### src/rtl/vdf_seq_pkg.sv
// Shared types and default parameters for the VDF squaring sequencer.
package vdf_seq_pkg;

  localparam int unsigned ITER_WIDTH_DEFAULT = 64;
  localparam int unsigned TIMEOUT_DEFAULT    = 15;

  typedef enum logic [2:0] {
    StIdle,
    StIssue,
    StWait,
    StDone,
    StError
  } seq_state_e;

endpackage

### src/rtl/seq_watchdog.sv
// Saturating cycle counter that flags when TIMEOUT cycles have elapsed since the last clear.
module seq_watchdog
  import vdf_seq_pkg::*;
#(
  parameter int unsigned TIMEOUT = TIMEOUT_DEFAULT
) (
  input  logic clk,
  input  logic reset,
  input  logic clear,
  output logic expired
);

  localparam int unsigned CntW = (TIMEOUT > 1) ? $clog2(TIMEOUT) : 1;
  // The clear lands in the issue cycle, which is the first counted cycle.
  localparam logic [CntW-1:0] Limit = CntW'((TIMEOUT > 0) ? TIMEOUT - 1 : 0);

  logic [CntW-1:0] cnt_q;

  always_ff @(posedge clk) begin
    if (reset) begin
      cnt_q <= '0;
    end else if (clear) begin
      cnt_q <= '0;
    end else if (cnt_q != Limit) begin
      cnt_q <= cnt_q + 1'b1;
    end
  end

  assign expired = (cnt_q == Limit);

endmodule

### src/rtl/vdf_square_sequencer.sv
// Issues T sequential squarings to an external datapath, with timeout, abort and done signalling.
module vdf_square_sequencer
  import vdf_seq_pkg::*;
#(
  parameter int unsigned ITER_WIDTH = ITER_WIDTH_DEFAULT,
  parameter int unsigned TIMEOUT    = TIMEOUT_DEFAULT
) (
  input  logic                  clk,
  input  logic                  reset,
  input  logic                  start_in,
  input  logic [ITER_WIDTH-1:0] iterations_in,
  input  logic                  abort_in,
  input  logic                  dp_valid_in,
  output logic                  dp_go_out,
  output logic                  dp_load_out,
  output logic                  busy_out,
  output logic                  done_out,
  output logic                  error_out,
  output logic [ITER_WIDTH-1:0] iter_count_out
);

  seq_state_e            state_q, state_d;
  logic [ITER_WIDTH-1:0] t_q, t_d;
  logic [ITER_WIDTH-1:0] count_q, count_d;
  logic                  error_q, error_d;
  logic                  go_q, load_q, busy_q, done_q;
  logic                  wd_clear, wd_expired;

  // Outputs are registered from the next state so they line up with the state they describe.
  always_comb begin
    state_d = state_q;
    t_d     = t_q;
    count_d = count_q;
    error_d = error_q;
    unique case (state_q)
      StIdle: begin
        if (start_in) begin
          count_d = '0;
          error_d = 1'b0;
          if (iterations_in != '0) begin
            t_d     = iterations_in;
            state_d = StIssue;
          end else begin
            state_d = StDone;
          end
        end
      end
      StIssue: begin
        state_d = abort_in ? StIdle : StWait;
      end
      StWait: begin
        if (abort_in) begin
          state_d = StIdle;
        end else if (dp_valid_in) begin
          count_d = count_q + ITER_WIDTH'(1);
          state_d = (count_d == t_q) ? StDone : StIssue;
        end else if (wd_expired) begin
          error_d = 1'b1;
          state_d = StError;
        end
      end
      StDone:  state_d = StIdle;
      StError: state_d = StIdle;
      default: state_d = StIdle;
    endcase
  end

  assign wd_clear = (state_d == StIssue);

  always_ff @(posedge clk) begin
    if (reset) begin
      state_q <= StIdle;
      t_q     <= '0;
      count_q <= '0;
      error_q <= 1'b0;
      go_q    <= 1'b0;
      load_q  <= 1'b0;
      busy_q  <= 1'b0;
      done_q  <= 1'b0;
    end else begin
      state_q <= state_d;
      t_q     <= t_d;
      count_q <= count_d;
      error_q <= error_d;
      go_q    <= (state_d == StIssue);
      load_q  <= (state_d == StIssue) && (count_d == '0);
      busy_q  <= (state_d != StIdle);
      done_q  <= (state_d == StDone);
    end
  end

  seq_watchdog #(
    .TIMEOUT(TIMEOUT)
  ) u_watchdog (
    .clk    (clk),
    .reset  (reset),
    .clear  (wd_clear),
    .expired(wd_expired)
  );

  assign dp_go_out      = go_q;
  assign dp_load_out    = load_q;
  assign busy_out       = busy_q;
  assign done_out       = done_q;
  assign error_out      = error_q;
  assign iter_count_out = count_q;

endmodule

### config.mk
export PLATFORM = sky130hd
export DESIGN_NAME = vdf_square_sequencer
export DESIGN_NICKNAME = d
export VERILOG_FILES = /design/src/rtl/vdf_seq_pkg.sv /design/src/rtl/seq_watchdog.sv /design/src/rtl/vdf_square_sequencer.sv
export SDC_FILE = /design/constraint.sdc
export NUM_CORES = 1
export LEC_CHECK = 0
export ABC_AREA = 0
export CORE_MARGIN = 5
export CORE_UTILIZATION = 46
export CTS_CLUSTER_DIAMETER = 120
export CTS_CLUSTER_SIZE = 24
export DETAILED_ROUTE_END_ITERATION = 10
export PLACE_DENSITY = 0.82
export SYNTH_ARGS = -nofsm -noshare
export SYNTH_HDL_FRONTEND = slang
export SYNTH_SLANG_ARGS = --single-unit
### constraint.sdc
create_clock -name clk -period 3.1 [get_ports clk]
set_clock_uncertainty 0.1 [all_clocks]
set_input_delay 0.31 -clock clk [delete_from_list [all_inputs] [get_ports clk]]
set_output_delay 0.31 -clock clk [all_outputs]
set_load 0.01 [all_outputs]
==> run metrics, run 1 <==
ranking of synthesized cells by area=dfxtp_1 (29%), a21oi_1 (7.4%), o21ai_0 (6.3%); worst skew pair latency=0.44 ns; Crit Reg-Reg Endpoint=done_out$_SDFF_PP0_; routed wl met3=6.64 mm; Syn Std Cell Area=9520 um2; sequential share of the synthesized area=0.294; crit path cell chain=nand4_1 -> or4_1 -> or4_4 -> or4_4 -> a22oi_2 -> o2111ai_2 -> nor4_4 -> a21oi_4 -> buf_6 -> nor3_4; die area=23700 um2; largest net degree at the start of global routing=65; Cell Count Post-Placement=1988; fmax=289 MHz; total placed instance area=13800 um2; power per cell area=308 nW/um2; metal1 wirelength=19.5 mm; Mean Syn Cell Area=7.26 um2; wire length on met2=20.6 mm; hold_ws=0.318 ns; Rel. slew slack=0.512; leak pwr=5.98 nW; post-synthesis register bit count=140; Post-Route WL=48.8 mm; final core occ=0.748; hpwl dp=37.3 mm; crit path capture=done_out$_SDFF_PP0_; # IOs=138; Clock H-tree levels=4; Cells after Synth=1312; Worst path depth=10; layout cell share with drive strength beyond 1=0.326; Most used DFF post-synth=dfxtp_1; vias=13200; biggest cell delay along the critical path=0.60 ns; Worst Path Required=3.36 ns; critical path launch point type=flop; RSZ-0062 raised after global routing=true; total clock sinks=140; crit path max fanout=7; # diodes=0; Root Buffer Master=clkbuf_16; number of remaining DRC errors=0; syn_nets=1384; Clock Path Buffers=2; via-per-instance ratio=6.41; Initial DRC Count=1893; worst slack, placed=-0.612 ns; Final Cell Area=15200 um2; Die W=154 um; CP max-delay cell=or4_4; RD Place Congestion=1.09; post-synth top area share=0.294; synth warn=0; clock buffer count from CTS=17; Core Box Area=20300 um2; final hold violation count=0; CP endpoint kind=flop; dominant cell type by area after synthesis=dfxtp_1; status=finished, violations left; Slew @ Worst Pin=0.732 ns; FF-to-FF path depth=10; port bufs=137; Setup WS post-layout=-0.357 ns; crit path from=iter_count_out[33]$_SDFF_PP0_; non-filler cells, final=2059; CTS tree=done; global route total overflow=0; setup slack on the worst flop-to-flop path=-0.36 ns; number of max-cap violations=0; final cycle utilization of the critical path=1.12; total negative slack=-2.45 ns; Starting Density=0.469; Worst IR Drop VDD=382 uV; crit path buf inv count=1; crit-path most repeated cell=or4_4; Setup Viol. Count Final=8; initial antenna violation count=0; Syn-to-layout area delta=59.5%; clk slew on worst S/H paths=0.07 ns; Multi-input gate area=6690 um2; nets@finish=1848; Unique masters post-synth=79; Crit Path Class=reg -> reg; Post-synth EDFFs=0; Power, Total=4.68 mW; uppermost layer routed=met4; Top Family by Delay on Critical Path=simple AND/OR/NAND/NOR gates; Post-DRT Antenna Nets=0; Hold Crit Class=in -> reg; CP arrival=3.71 ns; First-pass DRT Iterations=8; # fillers=1587; Routed WL per cell=23.7 um; Die H=154 um; post-route minimum period=3.46 ns; Post-synth ARST share=0; global-route wire length before repair=71.3 mm; total track usage=0.387; FF+latch area=2870 um2; vias in the first global route=12200; violated checks=negative setup slack; Row Count=52; Critical R2R Launch=iter_count_out[33]$_SDFF_PP0_; Hold Path Depth=2; Max Slew Vio Count=0
[state kept, by name, summed over array words and instances (netlist names)]
signal / count
busy_out: 1
done_out: 1
dp_go_out: 1
dp_load_out: 1
error_out: 1
iter_count_out: 64
state_q: 3
t_q: 64
u_watchdog.cnt_q: 4
[synthesized netlist by cell type, drive strengths merged, types with 8 or more instances]
library cell	number
nor4	59
buf	32
inv	14
nand3	47
o21ai	120
and3	13
dfxtp	140
nand4	61
a21oi	141
or4	22
clkbuf	87
and2	8
a31oi	14
xor2	34
nor3	42
nor2	86
a211oi	12
and4	23
a21o	10
nand2	154
xnor2	58
or3	26
[cells in the final DEF (no fill, tap or decap), types with 40 or more instances in the layout]
cell type          n
nand4_1           59
buf_4            411
clkdlybuf4s50_1  136
nand2_1          146
nor2_1            83
xnor2_1           58
nand3_1           42
dfxtp_1          110
a21oi_1          135
nor4_1            40
o21ai_0          116
[worst min path at each step]
stage                                     from              endpoint  slack (ns)
final                                    reset  t_q[62]$_SDFFE_PP0P_        0.32
after global routing                     reset  t_q[62]$_SDFFE_PP0P_        0.35
after CTS                                reset  t_q[62]$_SDFFE_PP0P_        0.31
after detailed placement   t_q[0]$_SDFFE_PP0P_   t_q[0]$_SDFFE_PP0P_        0.38
after global placement    t_q[55]$_SDFFE_PP0P_  t_q[55]$_SDFFE_PP0P_        0.38
after floorplan               iterations_in[0]   t_q[0]$_SDFFE_PP0P_        0.35
[cells by family after synthesis]
group	share of synthesized area
adders and majority gates	0.00394
xor gates and xnor gates	0.0870
buffers and inverters	0.0582
AOI/OAI and AO/OA	0.229
muxes	0.00539
and+or+nand+nor	0.322
DFF	0.294
[per-layer routing]
metal	up-vias	GRT usage
met4	0	0.144
li1	5801	-
met5	-	0
met1	6204	0.538
met2	1023	0.582
met3	168	0.0939
[power by group]
| group | switching (mW) | internal, mW |
|---|---|---|
| Combinational | 0.342 | 0.299 |
| Sequential | 0.0709 | 1.85 |
| Clock | 0.978 | 1.14 |
[timing repair]
| action | CTS | global route |
|---|---|---|
| endpoints found under the setup margin | 8 | 8 |
| resized for setup | 56 | 66 |
| setup buffers | 10 | 29 |
| hold buffers | 0 | 0 |
| pin swaps | 19 | 33 |
[worst register-to-register path, delay by kind of cell (launching register included)]
family                 cells  cell delay [ns]
AOI/OAI and AO/OA          3             0.53
and+or+nand+nor            6             2.19
DFF                        1             0.40
buffers and inverters      1             0.16
[final cells by class]
type | count | area share
Clock buffer | 18 | 0.0283
Clock inverter | 14 | 0.00997
Inverter | 14 | 0.00346
Multi-Input combinational cell | 1039 | 0.440
Sequential cell | 140 | 0.189
Tap cell | 270 | 0.0222
Timing Repair Buffer | 564 | 0.307
Power figures use the tool's default switching activity.
==> run 2: changes to the inputs <==
PLACE_DENSITY = unset   (was 0.82)
PLACE_DENSITY_LB_ADDON = 0.12   (was unset)
==> run 2 against run 1 <==
  * The flow still finishes with violations (negative setup slack)
  * Cell area decreased by 1.5%
  * Sequential share of layout area increased by 0.14 points
  * Flip-flop and latch count unchanged
  * Clock power increased by 3%
  * Maximum frequency increased by 3.2%
  * Combinational power decreased by 1%
  * Sequential power about the same
  * Largest cell class unchanged
  * Highest routed layer unchanged
==> run metrics, run 2 (synthesized netlist as in run 1, its figures left out) <==
critical path launch point type=flop; Clock H-tree levels=4; Critical R2R Launch=iter_count_out[21]$_SDFF_PP0_; leak pwr=5.81 nW; Initial DRC Count=1687; # diodes=0; CTS tree=done; total negative slack=-1.22 ns; hpwl dp=37.1 mm; vias=12900; layout cell share with drive strength beyond 1=0.307; worst skew pair latency=0.45 ns; CP arrival=3.61 ns; global route total overflow=0; largest net degree at the start of global routing=65; violated checks=negative setup slack; fmax=298 MHz; Crit Reg-Reg Endpoint=dp_load_out$_SDFF_PP0_; Die W=154 um; Die H=154 um; nets@finish=1813; CP endpoint kind=flop; final hold violation count=0; Post-Route WL=48.0 mm; via-per-instance ratio=6.39; RD Place Congestion=1.07; Rel. slew slack=0.449; status=finished, violations left; most frequent cells in the layout=buf_4 (374), nand2_1 (150), a21oi_1 (136), clkdlybuf4s50_1 (136); number of remaining DRC errors=0; Root Buffer Master=clkbuf_16; crit path max fanout=8; initial antenna violation count=0; FF-to-FF path depth=13; Row Count=52; Max Slew Vio Count=0; global-route wire length before repair=70.1 mm; Setup WS post-layout=-0.251 ns; # IOs=138; Core Box Area=20300 um2; Syn-to-layout area delta=57.0%; total track usage=0.383; port bufs=137; Setup Viol. Count Final=8; Clock Path Buffers=2; crit path from=iter_count_out[21]$_SDFF_PP0_; total clock sinks=140; power per cell area=317 nW/um2; clk slew on worst S/H paths=0.07 ns; final cycle utilization of the critical path=1.08; crit path capture=dp_load_out$_SDFF_PP0_; number of max-cap violations=0; most common cell after layout, fill and taps aside=buf_4; Hold Buf Count CTS=0; Crit Path Class=reg -> reg; post-route minimum period=3.35 ns; Post-DRT Antenna Nets=0; die area=23700 um2; clock buffer count from CTS=17; vias in the first global route=11900; Starting Density=0.469; First-pass DRT Iterations=6; Worst IR Drop VDD=353 uV; Slew @ Worst Pin=0.826 ns; Worst Path Required=3.36 ns; Hold Crit Class=in -> reg; Routed WL per cell=23.7 um; RSZ-0062 raised after global routing=true; setup slack on the worst flop-to-flop path=-0.25 ns; Power, Total=4.73 mW
-- run 2: cell types whose count changed in the layout (fill, tap and decap cells not counted), moves of 3 or more --
cell        delta
buf_12         +3
buf_4         -37
clkinv_4       +3
clkinvlp_4     -4
dfxtp_1        +5
dfxtp_4        -7
inv_6          -3
inv_8          +3
nand2_1        +4
nand2_2        -3
-- run 2: layout make-up --
type | instances | area [um2]
Clock buffer | 18 | 439
Timing Repair Buffer | 529 | 4440
Inverter | 14 | 52.6
Sequential cell | 140 | 2840
Multi-Input combinational cell | 1039 | 6670
Tap cell | 270 | 338
Clock inverter | 14 | 171
Fill cell | 1678 | 5350
-- run 2: critical path, stage by stage (launching register included) --
cell and delay (ns):
dfxtp_2 0.35, buf_6 0.13, nand4_1 0.27, buf_4 0.24, nor4_2 0.25, buf_4 0.19, nand2_1 0.10, o311a_1 0.38
a31oi_4 0.22, nand3_1 0.18, nor4_2 0.27, buf_4 0.14, nand4_1 0.19, nor4b_2 0.25
-- run 2: what timing repair did --
| item | 4_1_cts | 5_1_grt |
|---|---|---|
| resized for setup | 16 | 90 |
| pin swaps | 11 | 45 |
| endpoints found under the setup margin | 8 | 8 |
| setup buffers | 4 | 21 |
-- run 2: layer usage --
metal  GRT usage  up-vias  routed length [um]
li1            -     5717                   -
met1       0.538     6062               19100
met2       0.561      980               19900
met3       0.101      165                6680
met4       0.150        0                2350
met5           0        -                   0
-- run 2: worst min-delay path by stage --
stage	start	end	slack (ns)	depth (start not counted)
2_1_floorplan	iterations_in[0]	t_q[0]$_SDFFE_PP0P_	0.35	2
3_3_place_gp	t_q[4]$_SDFFE_PP0P_	t_q[4]$_SDFFE_PP0P_	0.37	2
5_1_grt	reset	t_q[17]$_SDFFE_PP0P_	0.23	2
4_1_cts	reset	iter_count_out[37]$_SDFF_PP0_	0.21	2
6_report	reset	t_q[17]$_SDFFE_PP0P_	0.22	2
3_5_place_dp	t_q[6]$_SDFFE_PP0P_	t_q[6]$_SDFFE_PP0P_	0.38	2
-- run 2: per-stage QoR --
stage	utilization	setup slack, ns	instance area (um2)	instances	hold WS [ns]
floorplan	-	-0.0809	9680	1312	0.346
global placement	0.673	-0.520	13700	1967	0.374
detailed placement	0.673	-0.526	13700	1967	0.379
CTS	0.709	-0.326	14400	2003	0.208
global route	0.737	-0.364	15000	2024	0.227
finish	0.737	-0.251	15000	2024	0.220
-- run 2: report_power, final --
group / switching, mW / internal [mW]
sequential: 0.0683 / 1.85
clock: 1.00 / 1.18
combinational: 0.336 / 0.297
==> run 3: changes to the inputs <==
SKIP_CTS_REPAIR_TIMING = 1   (was unset)
==> run 3 against run 2 <==
  * The run still ends with negative setup slack left
  * Non-clock buffer count down 19
  * Cell area is 3.4% lower
  * Via count is 1.3% lower
  * Power fell by 0.15%
  * Final cell count decreased by 0.94%
  * Sequential share of layout area up 0.55 points
  * Critical endpoint is now u_watchdog.cnt_q[2]$_SDFFE_PP0N_
  * Largest power group unchanged
==> run metrics, run 3 (synthesized netlist as in run 1, its figures left out) <==
Hold Path Depth=2; worst skew pair latency=0.45 ns; vias in the first global route=11900; Setup Viol. Count Final=8; Worst IR Drop VDD=356 uV; most common cell after layout, fill and taps aside=buf_4; # fillers=1764; FF+latch area=2830 um2; FF-to-FF path depth=9; violated checks=negative setup slack; global route total overflow=0; # diodes=0; Post-Route WL=47.4 mm; hpwl dp=37.1 mm; total clock sinks=140; crit path cell chain=nand4_1 -> or4_1 -> or4_4 -> or4_4 -> a22oi_2 -> o2111ai_2 -> nor4_4 -> a21oi_4 -> a221oi_2; RD Place Congestion=1.07; hold_ws=0.225 ns; number of remaining DRC errors=0; crit path max fanout=7; Row Count=52; CP endpoint kind=flop; fmax=283 MHz; CTS tree=done; initial antenna violation count=0; Multi-input gate area=6380 um2; setup slack on the worst flop-to-flop path=-0.44 ns; # IOs=138; Die H=154 um; layout cell share with drive strength beyond 1=0.273; RSZ-0062 raised after global routing=true; Crit Path Class=reg -> reg; largest net degree at the start of global routing=65; Critical R2R Launch=iter_count_out[32]$_SDFF_PP0_; Root Buffer Master=clkbuf_16; Routed WL per cell=23.6 um; global-route wire length before repair=70.0 mm; Clock H-tree levels=4; CP max-delay cell=or4_4; power per cell area=327 nW/um2; nets@finish=1794; vias=12800; Worst Path Required=3.36 ns; Syn-to-layout area delta=51.7%; die area=23700 um2; final cycle utilization of the critical path=1.14; Cell Count Post-Placement=1967; final hold violation count=0; sink of the worst hold path=t_q[17]$_SDFFE_PP0P_; critical path launch point type=flop; worst slack, placed=-0.526 ns; post-route minimum period=3.54 ns; most frequent cells in the layout=buf_4 (369), nand2_1 (151), a21oi_1 (139), clkdlybuf4s50_1 (136), dfxtp_1 (123); via-per-instance ratio=6.36; Setup WS post-layout=-0.438 ns; Final Cell Area=14400 um2; clock buffer count from CTS=17; non-filler cells, final=2005; Die W=154 um; Initial DRC Count=1861; Starting Density=0.469; total placed instance area=13700 um2; Post-DRT Antenna Nets=0; number of max-cap violations=0; crit-path most repeated cell=or4_4; total track usage=0.383; port bufs=137; Core Box Area=20300 um2; Hold Crit Class=in -> reg; Clock Path Buffers=2; Crit Reg-Reg Endpoint=u_watchdog.cnt_q[2]$_SDFFE_PP0N_; leak pwr=5.59 nW; Max Slew Vio Count=0; Rel. slew slack=0.467; total negative slack=-3.12 ns; biggest cell delay along the critical path=0.61 ns; CP arrival=3.80 ns; Slew @ Worst Pin=0.799 ns; HP Start=reset; status=finished, violations left; clk slew on worst S/H paths=0.07 ns; First-pass DRT Iterations=8
## run 3: cell types whose count changed in the layout (fill, tap and decap cells not counted), sizes merged
cell / delta
buf: -19
## run 3: worst max-delay path: cells and delay by family (launching register included)
kind            cells  cell delay, ns
compound gates      4            0.77
flops               1            0.33
simple gates        5            2.26
## run 3: area by class of cell
type,instances,area share
multi-input combinational,1039,0.442
timing repair buffer,510,0.293
sequential,140,0.196
clock buffer,18,0.0304
tap,270,0.0234
clock inverter,14,0.0119
inverter,14,0.00364
## run 3: worst max-delay path by stage
| stage | end | startpoint | slack, ns |
|---|---|---|---|
| 2_1_floorplan | u_watchdog.cnt_q[2]$_SDFFE_PP0N_ | iter_count_out[38]$_SDFF_PP0_ | -0.08 |
| 3_3_place_gp | dp_load_out$_SDFF_PP0_ | iter_count_out[24]$_SDFF_PP0_ | -0.52 |
| 3_5_place_dp | dp_load_out$_SDFF_PP0_ | iter_count_out[24]$_SDFF_PP0_ | -0.53 |
| 4_1_cts | dp_load_out$_SDFF_PP0_ | iter_count_out[24]$_SDFF_PP0_ | -0.56 |
| 5_1_grt | u_watchdog.cnt_q[2]$_SDFFE_PP0N_ | iter_count_out[32]$_SDFF_PP0_ | -0.49 |
| 6_report | u_watchdog.cnt_q[2]$_SDFFE_PP0N_ | iter_count_out[32]$_SDFF_PP0_ | -0.44 |
## run 3: report_power, final
group | switching [mW] | internal [mW] | leakage [nW]
combinational | 0.328 | 0.288 | 4.14
sequential | 0.0676 | 1.86 | 1.15
clock | 1.01 | 1.18 | 0.301
## run 3: layer usage
layer	vias up	wire length, um	part of all wire	track usage
met5	-	0	0	0
met4	0	2030	0.043	0.142
met3	143	6210	0.13	0.110
met2	911	19800	0.42	0.561
met1	6023	19300	0.41	0.535
li1	5684	-	-	-
## run 3: through the flow
| step | total power [mW] | utilization |
|---|---|---|
| 6_report | 4.73 | 0.712 |
| 5_1_grt | 4.84 | 0.712 |
| 4_1_cts | 4.69 | 0.703 |
| 3_5_place_dp | 2.55 | 0.673 |
| 3_3_place_gp | 2.54 | 0.673 |
| 2_1_floorplan | 2.23 | - |
==> RTL change 1: new RTL, config.mk and constraints of run 1 <==
Re-encode `seq_state_e` (5 states) as one-hot, 5 bits wide.
--- a/src/rtl/vdf_seq_pkg.sv
+++ b/src/rtl/vdf_seq_pkg.sv
@@ -4,12 +4,12 @@
   localparam int unsigned ITER_WIDTH_DEFAULT = 64;
   localparam int unsigned TIMEOUT_DEFAULT    = 15;
 
-  typedef enum logic [2:0] {
-    StIdle,
-    StIssue,
-    StWait,
-    StDone,
-    StError
+  typedef enum logic [4:0] {
+    StIdle  = 5'b00001,
+    StIssue = 5'b00010,
+    StWait  = 5'b00100,
+    StDone  = 5'b01000,
+    StError = 5'b10000
   } seq_state_e;
 
 endpackage
Function: no difference found for any inputs over 10 cycles, from zero or initial values and one cycle with reset high; not proved beyond that.
==> RTL change 1 against run 1 <==
- the run still ends with setup timing left
- sequential power grew 3%
- wire length increased by 17%
- non-clock buffer count is 63 higher
- combinational power up 19%
- final cell count up 4.1%
- power increased by 4.5%
- worst setup slack worse by 0.25 ns
- final area increased by 6.0%
- clock power grew 2%
- synthesized area up 3.5%
- sequential cell count rose by 2
==> RTL change 1: results (changes against run 1) <==
grt_util_met3_pct: 15.6  # +6.2 points
dr.max_layer_used: "met5"
drt_iter0_drc: 1924  # +1.6%
syn_area_per_cell_sq_um: 7.51  # +3.4%
grt_max_degree: 52  # -20%
grt_pass1_vias: 12885  # +5.9%
netlist_top_cells_count: "154 x nor2_1, 142 x dfxtp_1, 98 x nand2_1"
grt_pass1_wl_mm: 80.9  # +13%
met2_usage_pct: 64.7  # +6.5 points
ir_drop_mv: 0.404  # +5.8%
met3_length_mm: 8.89  # +34%
hp-class: "in -> reg"
layout-drive-gt1-share_pct: 34.5  # +1.9 points
place_ws_ns: -0.965  # -0.353 ns
p_int_mw: 3.41  # +3.7%
yosysWarnings: 0  # unchanged
finalSetupTns_ns: -4.69  # -2.24 ns
placed_area_sq_mm: 0.0147  # +6.5%
fin_cells: 2143  # +4.1%
gr-usage-met1_pct: 60.0  # +6.2 points
p_leak_nw: 6.73  # +13%
vias_per_cell: 6.47  # +0.95%
violations: "setup timing"
finalSetupViolCount: 9  # +1
cp_slowest_stage_delay_ns: 0.50  # -0.10 ns
antenna_found_initial: 1  # +1
synth_nets: 1385  # +0.072%
final_nets: 1927  # +4.3%
cp_max_fo: 3  # -4
worst_slack_ns: -0.604  # -0.247 ns
gp_congestion: 1.09  # about the same
status: "finished, violations left"
wl_met1_mm: 21.8  # +12%
yosysSeqAreaShare_pct: 28.8  # -0.59 points
max_slew_margin_pct: 46.7  # -4.6 points
crit_arrival_ns: 3.98  # +0.27 ns
yosysUniqueCellTypes: 74  # -6.3%
wl_per_cell_microns: 26.6  # +12%
gr-usage-all-layers_pct: 44.6  # +6.0 points
synth_area_leaders: "dfxtp_1 29%, mux2i_1 6.7%, xnor2_1 6.4%"
wl_met2_mm: 23.2  # +13%
hpwl_mm: 45.1  # +21%
RTL change 1: changes by cell type in the layout (fill, tap and decap cells not counted), moves of 8 or more:
cell     before  now
xnor2_1      58   66
and4_1       21   11
nor2_1       83  152
nand2_1     146   97
and2_1        8   16
dfxtp_4      11    3
a21oi_1     135   86
nand4_1      59   69
buf_4       411  467
mux2i_1       4   66
o21ai_0     116   55
RTL change 1: final cells by class:
cell class / instances / area [sq um]
fillers: 1580 / 4990
clock buffers: 17 / 425
multi-input cells: 1055 / 7030
clock inverters: 15 / 169
well taps: 275 / 344
repair buffers: 627 / 5200
inverters: 12 / 45.0
flip-flops and latches: 142 / 2880
RTL change 1: kinds of logic (layout without fill, tap and decap cells):
family / count (synthesis) / count (layout) / synth area share, %
AO/OA/AOI/OAI: 250 / 250 / 15.8
flip-flops: 142 / 142 / 28.8
buffers and inverters: 116 / 671 / 4.91
adder cells (fa/ha/maj): 3 / 3 / 0.381
AND/OR/NAND/NOR: 636 / 636 / 34.5
XOR/XNOR: 100 / 100 / 8.88
multiplexers: 66 / 66 / 6.70
RTL change 1: repair_timing:
action                                  4_1_cts  5_1_grt
setup buffers                                17       27
pin swaps                                    26       30
endpoints found under the setup margin        9        9
gates resized for setup                      65       61
RTL change 1: power by group through the flow:
stage	clock, mW	combinational (mW)	sequential (mW)
after floorplan	0	0.368	1.97
after global placement	0	0.692	2.00
after detailed placement	0	0.708	2.00
after CTS	2.15	0.735	1.96
after global routing	2.23	0.803	1.97
final	2.16	0.764	1.97
RTL change 1: path summary, 6_finish.rpt:
kind         slack (ns)         end  cells after the start          startpoint
max               -0.60  state_q[3]                     10  iter_count_out[14]
min                0.26     t_q[22]                      2               reset
max reg2reg       -0.60  state_q[3]                     10  iter_count_out[14]
min reg2reg        0.42     t_q[51]                      2             t_q[51]
==> RTL change 2: new RTL, settings of run 1 <==
Without the edit above. The package constant `ITER_WIDTH_DEFAULT` goes from 64 to 96.
--- a/src/rtl/vdf_seq_pkg.sv
+++ b/src/rtl/vdf_seq_pkg.sv
@@ -1,7 +1,7 @@
 // Shared types and default parameters for the VDF squaring sequencer.
 package vdf_seq_pkg;
 
-  localparam int unsigned ITER_WIDTH_DEFAULT = 64;
+  localparam int unsigned ITER_WIDTH_DEFAULT = 96;
   localparam int unsigned TIMEOUT_DEFAULT    = 15;
 
   typedef enum logic [2:0] {
Ports: changed (resized iter_count_out and iterations_in); port bits go from 138 to 202. The function was not compared with the original's and may differ.
==> RTL change 2 against run 1 <==
- non-clock buffer count grew 340
- worst setup slack worse by 0.51 ns
- sequential cell count grew 64
- clock power down 15%
- power increased by 21%
- final area increased by 50%
- critical endpoint is now state_q[1]
- the flow still finishes with violations (setup timing)
- wire length up 72%
- synthesized area up 48%
==> RTL change 2: results (changes against run 1) <==
status: "finished, violations left"
violations: "setup timing"
min_path_cells: 3  # +1
io_buffer_count: 201  # +47%
finalSetupViolCount: 9  # +1
final_nets: 2722  # +47%
antenna_found_initial: 2  # +2
grt_pass1_wl_mm: 119  # +67%
root_buffer: "clkbuf_16"
r2r_cells: 15  # +5
ant_nets: 0  # unchanged
cts.clk_slew.worst_paths_ns: 0.12  # +0.05 ns
fin_cells: 3019  # +47%
synth_area_leaders: "dfxtp_1 29%, mux2i_1 7.0%, xnor2_1 6.7%"
cp_top_family: "simple AND/OR/NAND/NOR gates"
hpwl_mm: 67.2  # +80%
crit_slowest_cell: "or4_4"
netlist_top_cells_count: "206 x nor2_1, 204 x dfxtp_1, 140 x clkbuf_1"
crit_start: "iter_count_out[1]"
gr-usage-all-layers_pct: 46.5  # +7.8 points
crit_arrival_ns: 4.27  # +0.56 ns
hold_start: "iterations_in[11]"
min_to: "t_q[11]"
max_slew_margin_pct: 42.9  # -8.3 points
clock_latency_ns: 0.51  # +0.07 ns
dr.pass1.iters: 7  # -1
finalSetupTns_ns: -6.63  # -4.17 ns
drt_iter0_drc: 3740  # +98%
gp_congestion: 1.21  # +10%
p_leak_nw: 9.57  # +60%
yosysWarnings: 0  # unchanged
clock_path_buffers: 3  # +1
num_vias: 19828  # +50%
cp_slowest_stage_delay_ns: 0.65  # +0.05 ns
grt_pass1_vias: 18741  # +54%
r2r-end: "state_q[1]"
synth-main-ff-cell: "dfxtp_1"
hp-class: "in -> reg"
place_ws_ns: -1.18  # -0.572 ns
ir_drop_mv: 0.567  # +48%
layout-drive-gt1-share_pct: 34.5  # +1.9 points
ys_async_sr_fraction_pct: 0  # unchanged
holdWs_ns: 0.353  # +0.0350 ns
htreeDepth: 1  # -3
cts-buffers-inserted: 12  # -5
yosysSeqAreaShare_pct: 28.9  # -0.54 points
grt_max_degree: 123  # +89%
synth_nets: 1967  # +42%
routed_wl_mm: 83.7  # +72%
worst_slack_ns: -0.867  # -0.510 ns
drv_slew: 0  # unchanged
synth_cells: 1863  # +42%
cp_max_fo: 2  # -5
yosysUniqueCellTypes: 70  # -11%
placed_area_sq_mm: 0.0215  # +56%
RTL change 2: worst min-delay path, cell delays in order:
cell and delay (ns):
clkdlybuf4s50_1 0.42, mux2i_1 0.14, nor2_1 0.05
RTL change 2: how the worst max path moves through the flow:
stage / to / slack (ns)
final: state_q[1] / -0.87
after CTS: u_watchdog.cnt_q[2] / -0.65
after floorplan: dp_load_out / -0.34
after global placement: u_watchdog.cnt_q[3] / -1.14
after global routing: u_watchdog.cnt_q[2] / -0.89
after detailed placement: u_watchdog.cnt_q[1] / -1.18
RTL change 2: final cells by class:
cell class              count  area [sq um]
diodes                      2          5.00
inverters                  13          48.8
well taps                 396           495
multi-input cells        1483         10200
repair buffers            904          7530
clock buffers              16           357
clock inverters             1          8.76
flip-flops and latches    204          4170
fillers                  2364          7640
RTL change 2: cell families (layout without fill, tap and decap cells):
kind of cell	Yosys count	after routing	share of synthesized area, %
AND/OR/NAND/NOR	888	888	34.2
AO/OA/AOI/OAI	337	337	14.9
flip-flops	204	204	28.9
buffers and inverters	176	934	4.84
XOR/XNOR	155	155	9.80
multiplexers	100	100	7.09
adder cells (fa/ha/maj)	3	3	0.266
other	0	2	0
RTL change 2: power by group:
group          switching [mW]  internal, mW
clock                   0.992         0.819
combinational           0.524         0.493
sequential              0.111          2.71
RTL change 2: layer usage:
metal	routed length (microns)	share of wire (%)	GRT usage (%)	vias up
li1	-	-	-	8441
met1	31600	38	62.9	9224
met4	5500	6.6	21.3	2
met5	9	0.011	0	-
met2	31800	38	63.3	1762
met3	14900	18	20.4	399
RTL change 2: timing repair:
action                                 in CTS  in global routing
setup endpoints to repair                  13                113
gates cloned                                0                  0
setup buffers                              21                 11
gates resized for setup                    91                 78
pin swaps                                  35                 20
hold buffers                                1                  0
endpoints found under the hold margin       6                  0
